## src/rtl/sigmoid_arbiter_if.sv

```systemverilog
`default_nettype none
// ============================================================================
// Module      : sigmoid_arbiter_if
// Description : Bundle of request, LUT and response signals between the
//               sigmoid arbiter and its requesters, shared LUT and consumer.
//               slave  : arbiter side (drives req_ready, lut_addr, resp_*,
//                        busy)
//               master : environment side (drives req_valid, req_data,
//                        lut_result, resp_ready)
//   req_valid  [N_REQ]       : per-requester operand present
//   req_data   [N_REQ*WIDTH] : operand i in bits [i*WIDTH +: WIDTH]
//   req_ready  [N_REQ]       : one-hot accept strobe for the granted requester
//   lut_addr   [WIDTH]       : registered address to the shared sigmoid LUT
//   lut_result [WIDTH]       : combinational LUT data for lut_addr
//   resp_valid               : response available
//   resp_data  [WIDTH]       : sigmoid result
//   resp_id    [ID_W]        : requester that owns resp_data
//   resp_ready               : consumer accepts the response
//   busy                     : arbiter is not idle
// Revision    : 1.0 - initial release
// ============================================================================
interface sigmoid_arbiter_if #(
    parameter int N_REQ = 4,
    parameter int WIDTH = 16
) ();

    localparam int c_ID_W = (N_REQ > 1) ? $clog2(N_REQ) : 1;

    logic [N_REQ-1:0]       req_valid;
    logic [N_REQ*WIDTH-1:0] req_data;
    logic [N_REQ-1:0]       req_ready;
    logic [WIDTH-1:0]       lut_addr;
    logic [WIDTH-1:0]       lut_result;
    logic                   resp_valid;
    logic [WIDTH-1:0]       resp_data;
    logic [c_ID_W-1:0]      resp_id;
    logic                   resp_ready;
    logic                   busy;

    modport slave (
        input  req_valid,
        input  req_data,
        input  lut_result,
        input  resp_ready,
        output req_ready,
        output lut_addr,
        output resp_valid,
        output resp_data,
        output resp_id,
        output busy
    );

    modport master (
        output req_valid,
        output req_data,
        output lut_result,
        output resp_ready,
        input  req_ready,
        input  lut_addr,
        input  resp_valid,
        input  resp_data,
        input  resp_id,
        input  busy
    );

endinterface
`default_nettype wire

```

## src/rtl/sigmoid_arbiter.sv

```systemverilog
`default_nettype none
// ============================================================================
// Module      : sigmoid_arbiter
// Description : Round-robin arbiter that lets N_REQ requesters share one
//               combinational sigmoid LUT. One operand is accepted from
//               IDLE, its LUT address is registered, the LUT output is
//               captured one cycle later and held as a response until the
//               consumer takes it.
// Ports       : clk  - rising-edge clock
//               rst  - asynchronous active-high reset
//               bus  - sigmoid_arbiter_if.slave (requests, LUT, response,
//                      busy)
// Revision    : 1.0 - initial release
// ============================================================================
module sigmoid_arbiter #(
    parameter int N_REQ = 4,
    parameter int WIDTH = 16
) (
    input  wire logic         clk,
    input  wire logic         rst,
    sigmoid_arbiter_if.slave  bus
);

    localparam int c_ID_W = (N_REQ > 1) ? $clog2(N_REQ) : 1;
    localparam logic [c_ID_W-1:0] c_LAST_RST = c_ID_W'(N_REQ - 1);

    typedef enum logic [1:0] {
        IDLE    = 2'd0,
        LOOKUP  = 2'd1,
        RESPOND = 2'd2
    } state_t;

    state_t              r_state;
    state_t              w_state_nxt;

    logic [c_ID_W-1:0]   r_last_grant;
    logic [c_ID_W-1:0]   w_grant;
    logic [c_ID_W-1:0]   w_cand;
    logic                w_found;

    logic                w_accept;
    logic                w_capture;
    logic                w_release;
    logic [N_REQ-1:0]    w_req_ready;

    logic [WIDTH-1:0]    r_lut_addr;
    logic [WIDTH-1:0]    r_resp_data;
    logic [c_ID_W-1:0]   r_resp_id;
    logic                r_resp_valid;

    // ------------------------------------------------------------------
    // Round-robin search: candidates are visited starting one above the
    // previous winner and wrapping; the previous winner itself is the
    // last candidate, so a lone persistent requester is still served.
    // ------------------------------------------------------------------
    always_comb begin
        w_found = 1'b0;
        w_grant = '0;
        w_cand  = '0;
        for (int k = 1; k <= N_REQ; k++) begin
            w_cand = c_ID_W'((int'(r_last_grant) + k) % N_REQ);
            if (!w_found && bus.req_valid[w_cand]) begin
                w_found = 1'b1;
                w_grant = w_cand;
            end
        end
    end

    // ------------------------------------------------------------------
    // State register
    // ------------------------------------------------------------------
    always_ff @(posedge clk or posedge rst) begin
        if (rst) begin
            r_state <= IDLE;
        end else begin
            r_state <= w_state_nxt;
        end
    end

    // ------------------------------------------------------------------
    // Next-state and control strobes
    // ------------------------------------------------------------------
    always_comb begin
        w_state_nxt = r_state;
        w_accept    = 1'b0;
        w_capture   = 1'b0;
        w_release   = 1'b0;
        w_req_ready = '0;
        case (r_state)
            IDLE: begin
                // rst gates the accept strobe so no requester sees a
                // handshake that the reset is about to discard.
                if (w_found && !rst) begin
                    w_accept    = 1'b1;
                    w_req_ready = N_REQ'(1) << w_grant;
                    w_state_nxt = LOOKUP;
                end
            end
            LOOKUP: begin
                w_capture   = 1'b1;
                w_state_nxt = RESPOND;
            end
            RESPOND: begin
                if (bus.resp_ready) begin
                    w_release   = 1'b1;
                    w_state_nxt = IDLE;
                end
            end
            default: begin
                w_state_nxt = IDLE;
            end
        endcase
    end

    // ------------------------------------------------------------------
    // Datapath registers. lut_addr and resp_id only move on an accept,
    // so the LUT sees a stable address through LOOKUP and RESPOND.
    // ------------------------------------------------------------------
    always_ff @(posedge clk or posedge rst) begin
        if (rst) begin
            r_last_grant <= c_LAST_RST;
            r_lut_addr   <= '0;
            r_resp_id    <= '0;
            r_resp_data  <= '0;
            r_resp_valid <= 1'b0;
        end else begin
            if (w_accept) begin
                r_last_grant <= w_grant;
                r_lut_addr   <= bus.req_data[w_grant*WIDTH +: WIDTH];
                r_resp_id    <= w_grant;
            end
            if (w_capture) begin
                r_resp_data  <= bus.lut_result;
                r_resp_valid <= 1'b1;
            end else if (w_release) begin
                r_resp_valid <= 1'b0;
            end
        end
    end

    // ------------------------------------------------------------------
    // Outputs
    // ------------------------------------------------------------------
    assign bus.req_ready  = w_req_ready;
    assign bus.lut_addr   = r_lut_addr;
    assign bus.resp_valid = r_resp_valid;
    assign bus.resp_data  = r_resp_data;
    assign bus.resp_id    = r_resp_id;
    assign bus.busy       = (r_state != IDLE);

endmodule
`default_nettype wire

```

## src/flat_wrapper.sv

```systemverilog
// flat-port wrapper written by rule: the top's interface ports become plain ports
module sigmoid_arbiter_flat 
#(
    parameter int N_REQ = 4,
    parameter int WIDTH = 16
)
  (clk, rst, bus_req_valid, bus_req_data, bus_lut_result, bus_resp_ready, bus_req_ready, bus_lut_addr, bus_resp_valid, bus_resp_data, bus_resp_id, bus_busy);
  sigmoid_arbiter_if #(.N_REQ(N_REQ), .WIDTH(WIDTH)) bus_i ();
  input  wire logic clk;
  input  wire logic rst;
  input wire logic [$bits(bus_i.req_valid)-1:0] bus_req_valid;
  input wire logic [$bits(bus_i.req_data)-1:0] bus_req_data;
  input wire logic [$bits(bus_i.lut_result)-1:0] bus_lut_result;
  input wire logic [$bits(bus_i.resp_ready)-1:0] bus_resp_ready;
  output wire logic [$bits(bus_i.req_ready)-1:0] bus_req_ready;
  output wire logic [$bits(bus_i.lut_addr)-1:0] bus_lut_addr;
  output wire logic [$bits(bus_i.resp_valid)-1:0] bus_resp_valid;
  output wire logic [$bits(bus_i.resp_data)-1:0] bus_resp_data;
  output wire logic [$bits(bus_i.resp_id)-1:0] bus_resp_id;
  output wire logic [$bits(bus_i.busy)-1:0] bus_busy;
  assign bus_i.req_valid = bus_req_valid;
  assign bus_i.req_data = bus_req_data;
  assign bus_i.lut_result = bus_lut_result;
  assign bus_i.resp_ready = bus_resp_ready;
  assign bus_req_ready = bus_i.req_ready;
  assign bus_lut_addr = bus_i.lut_addr;
  assign bus_resp_valid = bus_i.resp_valid;
  assign bus_resp_data = bus_i.resp_data;
  assign bus_resp_id = bus_i.resp_id;
  assign bus_busy = bus_i.busy;
  sigmoid_arbiter #(.N_REQ(N_REQ), .WIDTH(WIDTH)) u_core (.clk(clk), .rst(rst), .bus(bus_i));
endmodule
```

## config.mk

```make
export PLATFORM = sky130hd
export DESIGN_NAME = sigmoid_arbiter_flat
export DESIGN_NICKNAME = d
export VERILOG_FILES = /design/src/rtl/sigmoid_arbiter_if.sv /design/src/rtl/sigmoid_arbiter.sv /design/src/flat_wrapper.sv
export SDC_FILE = /design/constraint.sdc
export NUM_CORES = 1
export LEC_CHECK = 0
export ABC_AREA = 1
export BUFFER_PORTS_ARGS = -buffer_cell sky130_fd_sc_hd__buf_4
export CORE_UTILIZATION = 40
export CTS_CLUSTER_SIZE = 8
export DETAILED_ROUTE_END_ITERATION = 10
export PLACE_DENSITY = 0.72
export SYNTH_ARGS = -nofsm -noshare
export SYNTH_HDL_FRONTEND = slang
export SYNTH_SLANG_ARGS = --single-unit
```

## constraint.sdc

```tcl
create_clock -name clk -period 2.7 [get_ports clk]
set_input_delay 0.135 -clock clk [delete_from_list [all_inputs] [get_ports clk]]
set_output_delay 0.135 -clock clk [all_outputs]
set_load 0.03 [all_outputs]
```

**Word-level counts from Yosys, hierarchy flattened**

Index checks and enable logic that the tools add are counted.

- Flip-flop bits (word level): 39
- Bits of input ports: 87
- Output and inout port bits: 40
- Word-level logic and storage cells: 60

- $add $sub $neg: 4
- Order comparisons: 4
- Equality and inequality tests: 4
- Shift operators: 2
- Mux-type cells: 28
- Reduce and logical (&&, ||, !) cells: 12

Operator list:

| kind | count |
|---|---|
| $shiftx A64 B7 Y16 | 1 |
| $mux W1 | 15 |
| $lt A2 B3 Y1 const B | 4 |
| $mux W2 | 6 |
| $bmux W1 S2 | 4 |
| $mux W4 | 2 |
| $pmux W2 S3 | 1 |
| $add A2 B1 Y2 const B | 2 |
| $add A2 B2 Y2 const B | 2 |
| $logic_and A1 B1 Y1 | 4 |
| $logic_not A1 Y1 | 4 |
| $reduce_bool A2 Y1 | 2 |
| $shl A1 B2 Y4 const A | 1 |
| $eq A2 B1 Y1 const B | 1 |
| $eq A2 B2 Y1 const B | 1 |
| $logic_not A2 Y1 | 1 |
| $ne A2 B1 Y1 const B | 1 |
| $ne A2 B2 Y1 const B | 1 |
| $reduce_and A2 Y1 | 1 |

**Longest topological paths before layout**

Gate-level depths: netlist of the first run.

- Depth in word-level cells: 16
- Gate-level depth with buffers: 17

**Worst setup path after synthesis of the first run**

No wires, ideal clock.

- Path kind: reg2out
- From: register u_core.r_last_grant[1]
- To: output bus_req_ready[1]
- Data arrival time: 2.186 ns
- Data required time: 2.565 ns
- Slack: 0.379 ns
- Stages on the path, launching flop included: 14
- Cell sequence: dfstp_2 -> inv_1 -> nand2_1 -> nand2_2 -> nand2_2 -> nand2_2 -> inv_2 -> nand2_2 -> nor2_4 -> nand2_4 -> nand2_8 -> buf_6 -> inv_1 -> nor3_1

- Longest elaborated chain between the ends: 16
- Elaborated cells between the ends (all ways): 30

Ends and longest elaborated chain:

| item | RTL line | source |
|---|---|---|
| start, declared | sigmoid_arbiter.sv:36 | `logic [c_ID_W-1:0] r_last_grant;` |
| start signal, assigned | sigmoid_arbiter.sv:121 | `r_last_grant <= c_LAST_RST;` |
| start signal, assigned | sigmoid_arbiter.sv:128 | `r_last_grant <= w_grant;` |
| $add A2 B1 Y2 | sigmoid_arbiter.sv:61 | `w_cand = c_ID_W'((int'(r_last_grant) + k) % N_REQ);` |
| $bmux W1 S2 | sigmoid_arbiter.sv:62 | `if (!w_found && bus.req_valid[w_cand]) begin` |
| $mux W1 (implied by the code) | sigmoid_arbiter.sv:62 |  |
| $mux W1 | sigmoid_arbiter.sv:62 |  |
| $logic_not A1 Y1 | sigmoid_arbiter.sv:62 |  |
| $logic_and A1 B1 Y1 | sigmoid_arbiter.sv:62 |  |
| $mux W1 | sigmoid_arbiter.sv:62 |  |
| $logic_not A1 Y1 | sigmoid_arbiter.sv:62 |  |
| $logic_and A1 B1 Y1 | sigmoid_arbiter.sv:62 |  |
| $mux W1 | sigmoid_arbiter.sv:62 |  |
| $logic_not A1 Y1 | sigmoid_arbiter.sv:62 |  |
| $logic_and A1 B1 Y1 | sigmoid_arbiter.sv:62 |  |
| $mux W2 / $mux W1 (equally long branches) | sigmoid_arbiter.sv:62 |  |
| $shl A1 B2 Y4 / $logic_and A1 B1 Y1 (equally long branches) | sigmoid_arbiter.sv:95, sigmoid_arbiter.sv:93 |  |
| $mux W4 * | sigmoid_arbiter.sv:93 | `if (w_found && !rst) begin` |
| $mux W4 * | sigmoid_arbiter.sv:89 | `case (r_state)` |
| end, declared | flat_wrapper.sv:15 | `output wire logic [$bits(bus_i.req_ready)-1:0] bus_req_ready;` |

Mark *: on every way between the ends. The rest lies on a longest branch, timed or not. The select of a mux whose other input is x is not followed.

**Worst setup path in the final report of the first run**

Same ends and word-level chain as after synthesis.

==> run metrics, run 1 <==
reg2reg start u_core.r_last_grant[1]; Worst Setup Start Kind flip-flop; clock-pin slew on the worst setup and hold paths roughly 0.080 ns; GP Congestion 0.863; post-synthesis cell type count 23; pre-CTS WS 0.450 ns; Detailed Routing Iterations Pass 1 4; Post-Syn Area per Cell 6.52 sq um; VDD IR-drop max around 0.69 mV; RSZ-0062 raised after global routing false; CORE AREA 5920 sq um; NetSw roughly 3.0 mW; Clock power frac 8.9%; vias in the first global route about 2500; die width between 80 and 90 um; clk root buf clkbuf_8; sw frac between 50% and 60%; reg-to-reg setup timing slack a little under 0.4 ns; Hold Violations, Final 0; Final #Nets slightly below 600; layout cell share with drive strength beyond 1 between 30% and 40%; Fin Clk Skew ~0.007 ns; area delta synth->final 46.2%; antenna diode count 0; FF-to-FF path depth 15; Seq/Total Area, Yosys 39.8%; Leak about 2.1 nW; reg2reg end u_core.bus.lut_addr[8]; YS warnings 0; number of DRC markers in iteration 0 between 100 and 150; DR vias/cell 4.79; CP arrival between 2 and 2.5 ns; Tcrit/Tclk final between 90% and 100%; Port Buffer Count about 130; critical path type reg -> out; Max transition margin between 60% and 70%; routed length per instance between 10 and 15 um; mapped cell area ~2500 sq um; Finish-stage setup viols 0; Cell Rows 28; P_int between 2 and 3 mW; register area 978 sq um; fraction of registers with async set/reset 100%; hold_sp bus_lut_result[11]; fillers 570; Commonest cells post-synth nand2_1 (238), nand3_1 (38), dfrtp_1 (37), nand2_2 (12), inv_1 (11); Seq cells post-synth 39; post-detail-place hpwl 5260 um; total power about 5.5 mW; setup TNS 0 ns; Die ar. approximately 6500 sq um; Via Count 2789; Initial Utilization about two fifths; DRC Markers 0; Synth Flop Type dfrtp_1; number of flops mapped to enable cells by yosys 0; CTS tree built; most common cell in the synthesized netlist nand2_1; largest net degree at the start of global routing 40; total grt overflow 0; Final min period between 2 and 2.5 ns; max_cap viols 0; fin. max-slew vios 0; sequential power share roughly a fifth; Routed WL 7150 um; Synth Net Count roughly 460; synth top area cells dfrtp_1 (38%), nand2_1 (36%), nand3_1 (7.7%), nand2_2 (3.1%), dfstp_2 (2.1%); IO Count roughly 130; Max FO, Critical Path 12; Gate power share between 70 and 80%; worst path required time approximately 2.6 ns; GRT Overall Usage roughly 22%; total CTS buffers 5; Longest Clk Path Bufs 2; worst-skew pair later-pin latency between 0.2 and 0.3 ns; WHS Path Cells 3; outcome completed; CTS H-tree depth 2; Tightest Pin Transition between 0.4 and 0.5 ns; PD cells between 1500 and 2000 nW/um^2; initial antenna violation count 0; Final ANT Viol Nets 0; area leader, netlist dfrtp_1; Yosys top cell area share 37.7%; crit path capture type output pin; Cells after Synth ~380; Setup WS post-layout approximately 0.21 ns; CTS Sinks 39; Multi-input gate area 1310 sq um; Fmax achieved approximately 400 MHz; first-pass GRT wire length about 11000 um; DIE HEIGHT 80.4 um; Hold Path End u_core.bus.resp_data[11]; Hold WC Path Type in -> reg
-- cell usage in the layout (no fill, tap or decap), types with 2 or more instances in the layout --
| cell type | netlist | layout |
|---|---|---|
| nand3_1 | 38 | 38 |
| clkinv_1 | 1 | 2 |
| dfstp_2 | 2 | 2 |
| inv_1 | 11 | 10 |
| buf_4 | 6 | 137 |
| o21ai_0 | 3 | 3 |
| nor3_1 | 2 | 2 |
| nor2_4 | 3 | 3 |
| o21ai_1 | 2 | 2 |
| nand2_4 | 1 | 2 |
| nand2_2 | 12 | 12 |
| dfrtp_1 | 37 | 37 |
| nor2_1 | 4 | 4 |
| clkbuf_8 | 0 | 5 |
| clkinv_4 | 0 | 2 |
| nand2_1 | 238 | 238 |
-- kinds of logic (layout without fill, tap and decap cells) --
family          Yosys count  count (layout)  share of synthesized area [%]
simple gates            301             302                           51.6
buf+inv                  32             161                           7.54
flops                    39              39                           39.8
compound gates            5               5                           1.02
-- power groups by stage --
| stage | Sequential [mW] | Combinational [mW] | Clock (mW) |
|---|---|---|---|
| 2_1_floorplan | 1.52 | 2.48 | 0 |
| 3_3_place_gp | 1.05 | 3.77 | 0 |
| 3_5_place_dp | 1.05 | 3.80 | 0 |
| 4_1_cts | 1.05 | 3.82 | 0.502 |
| 5_1_grt | 1.08 | 4.37 | 0.528 |
| 6_report | 1.05 | 3.95 | 0.489 |
-- metrics by stage --
| step | cells | utilization [%] | cell area, sq um | hold WS [ns] |
|---|---|---|---|---|
| detailed placement | 568 | 57.9 | 3430 | 0.324 |
| CTS | 577 | 60.0 | 3550 | 0.0252 |
| global route | 582 | 60.7 | 3590 | 0.0203 |
| finish | 582 | 60.7 | 3590 | 0.0355 |
| floorplan | 377 | - | 2460 | 0.242 |
| global placement | 568 | 57.9 | 3430 | 0.319 |
-- cell type report --
| class | count | area share, % |
|---|---|---|
| clock inverters | 3 | 1.22 |
| inverters | 15 | 1.78 |
| multi-input cells | 307 | 36.3 |
| well taps | 75 | 2.61 |
| flip-flops and latches | 39 | 27.2 |
| clock buffers | 5 | 1.92 |
| repair buffers | 138 | 28.9 |
-- layer usage --
layer | track usage, % | share of wire [%]
met1 | 25.3 | 39
met2 | 39.7 | 53
met3 | 4.43 | 5.3
met4 | 8.57 | 2.3
met5 | 0 | 0
-- sequential cells by signal, summed over array words and instances, names as in the netlist --
register and flops:
u_core.r_state 2, u_core.bus.resp_valid 1, u_core.bus.resp_id 2, u_core.bus.lut_addr 16, u_core.r_last_grant 2, u_core.bus.resp_data 16
-- critical path, cell delays in order (launching register included) --
cell and delay, ns:
dfstp_2 0.59, inv_1 0.14, nand2_1 0.12, nand2_2 0.07
nand2_2 0.07, nand2_2 0.09, inv_2 0.07, nand2_2 0.08
nor2_4 0.11, nand2_4 0.14, nand2_8 0.16, inv_1 0.07
nor3_1 0.18, buf_4 0.19
-- repair_timing --
item / in CTS / in global routing
hold buffers: 1 / 0
setup buffers: 0 / 4
gates resized for setup: 0 / 1
endpoints found under the hold margin: 7 / 0
setup endpoints to repair: 0 / 4
-- worst max path at each step --
stage                                start                      to  slack [ns]
floorplan           u_core.r_last_grant[1]        bus_req_ready[1]        0.38
CTS                 u_core.r_last_grant[1]        bus_req_ready[1]        0.13
detailed placement  u_core.r_last_grant[1]  u_core.bus.lut_addr[4]        0.45
global placement    u_core.r_last_grant[1]  u_core.bus.lut_addr[8]        0.50
global route        u_core.r_last_grant[1]        bus_req_ready[1]        0.03
finish              u_core.r_last_grant[1]        bus_req_ready[1]        0.21
Power figures use the tool's default switching activity.
==> run 2, diff against run 1 <==
CORE_UTILIZATION = 30   (was 40)
PLACE_DENSITY = not set   (was 0.72)
PLACE_DENSITY_LB_ADDON = 0.1   (was not set)
==> run metrics, run 2 (synthesis results as in run 1) <==
worst path cell trace inv_4 -> nand2_2 -> nand2_1 -> nand2_1 -> o21ai_0 -> nand3_2 -> nand2_1 -> inv_1 -> nand2_1 -> inv_1 -> buf_4 -> nand2_2 -> nor2_1 -> buf_4; Die ar. 8560 sq um; CP arrival between 2 and 2.5 ns; Layout Cells excl Fill 604; Fin Clk Skew ~0.0019 ns; reg2reg start u_core.r_last_grant[1]; CORE AREA roughly 7800 sq um; first-pass GRT wire length between 10000 and 15000 um; CTS H-tree depth 2; antenna diode count 0; Tightest Pin Transition about 0.50 ns; CTS Sinks 39; DRC Markers 0; Via Count 2755; VDD IR-drop max roughly 0.51 mV; worst path required time 2.57 ns; fin. max-slew vios 0; Tcrit/Tclk final 93.7%; WHS ~0.033 ns; total power around 5.5 mW; setup TNS 0 ns; Placed Cells incl. Taps approximately 600; PD cells 1520 nW/um^2; Hold WC Path Type in -> async; Detailed Routing Iterations Pass 1 4; Leak around 2.1 nW; Design Area, Final 3600 sq um; CTS tree built; GRT Overall Usage 18.4%; Hold Violations, Final 0; pre-CTS WS approximately 0.31 ns; FF-to-FF path depth 16; cell repeated most along the worst path nand2_1; max_cap viols 0; Final ANT Viol Nets 0; Crit path largest cell delay 0.61 ns; worst-skew pair later-pin latency about 0.28 ns; clock-pin slew on the worst setup and hold paths approximately 0.080 ns; DR vias/cell ~4.6; Port Buffer Count approximately 130; Max FO, Critical Path 21; Worst Setup Start Kind flip-flop; outcome completed; Crit-path slowest cell dfstp_2; area delta synth->final 46.5%; total grt overflow 0; CTS Hold Bufs 0; reg2reg end u_core.bus.lut_addr[4]; Setup WS post-layout about 0.17 ns; RSZ-0062 raised after global routing false; layout cell share with drive strength beyond 1 about a third; commonest non-fill, non-tap cell in the layout nand2_1; DIE HEIGHT just over 90 um; Final #Nets roughly 590; Finished Core Util a little under half; routed length per instance 12.5 um; reg-to-reg setup timing slack 0.41 ns; GP Congestion a little under 0.9; post-detail-place hpwl approximately 5500 um; largest net degree at the start of global routing 40; clk root buf clkbuf_8; most frequent cells in the layout nand2_1 (238), buf_4 (133), nand3_1 (38), dfrtp_1 (37), nand2_2 (12); Initial Utilization 31.5%; crit path capture type output pin; total CTS buffers 5; critical path type reg -> out; Finish-stage setup viols 0; Fmax achieved 395 MHz; die width approximately 93 um; vias in the first global route 2700; Routed WL ~7500 um; Cell Rows 32; initial antenna violation count 0; Max transition margin around 67%; Final min period ~2.5 ns; number of DRC markers in iteration 0 121; Post-Place Cell Area about 3400 sq um; IO Count around 130; Longest Clk Path Bufs 2
==> run 2: cell count changes in the layout (fill, tap and decap cells not counted), sizes merged <==
cell,previous run,this run
buf,137,133
clkinv,5,3
clkbuf,5,6
dlygate4sd3,1,0
inv,12,13
==> run 2: how the worst max path moves through the flow <==
stage / startpoint / cells after the start / slack, ns / end
global route: u_core.r_last_grant[0] / 14 / 0.005 / bus_req_ready[2]
detailed placement: u_core.r_last_grant[1] / 13 / 0.31 / bus_req_ready[1]
CTS: u_core.r_last_grant[1] / 13 / 0.02 / bus_req_ready[1]
global placement: u_core.r_last_grant[0] / 9 / 0.41 / bus_req_ready[0]
finish: u_core.r_last_grant[0] / 14 / 0.17 / bus_req_ready[3]
floorplan: u_core.r_last_grant[1] / 13 / 0.38 / bus_req_ready[1]
==> run 2: metal layers <==
layer | global-route usage (%) | part of all wire (%) | vias to the layer above | wire length (um)
met5 | 0 | 0 | - | 0
met4 | 4.69 | 1.6 | 0 | 120
met3 | 3.61 | 5.2 | 11 | 389
met2 | 32.3 | 50 | 84 | 3760
met1 | 22.9 | 43 | 1258 | 3260
li1 | - | - | 1402 | -
==> run 2: final cells by class <==
class	count	area, sq um
clock buffer	6	82.6
sequential	39	978
multi-input combinational	307	1310
timing repair buffer	133	998
tap	102	128
inverter	15	63.8
clock inverter	2	35.0
fill	837	4210
==> run 2: timing repair <==
action | 4_1_cts | 5_1_grt
endpoints found under the setup margin | 1 | 4
cloned | 1 | 0
resized for setup | 0 | 1
pin swaps | 1 | 2
setup buffers | 0 | 2
endpoints found under the hold margin | 0 | 0
==> run 2: report_power, final <==
group	leakage, nW	internal [mW]	switching, mW
registers	0.483	0.880	0.169
logic	1.58	1.30	2.62
clock network	0.0612	0.299	0.204
==> run 2: critical path: cells and delay by family, from the launching register on <==
kind / cells / cell delay [ns]
flops: 1 / 0.61
simple gates: 8 / 0.77
compound gates: 1 / 0.11
buf+inv: 5 / 0.61
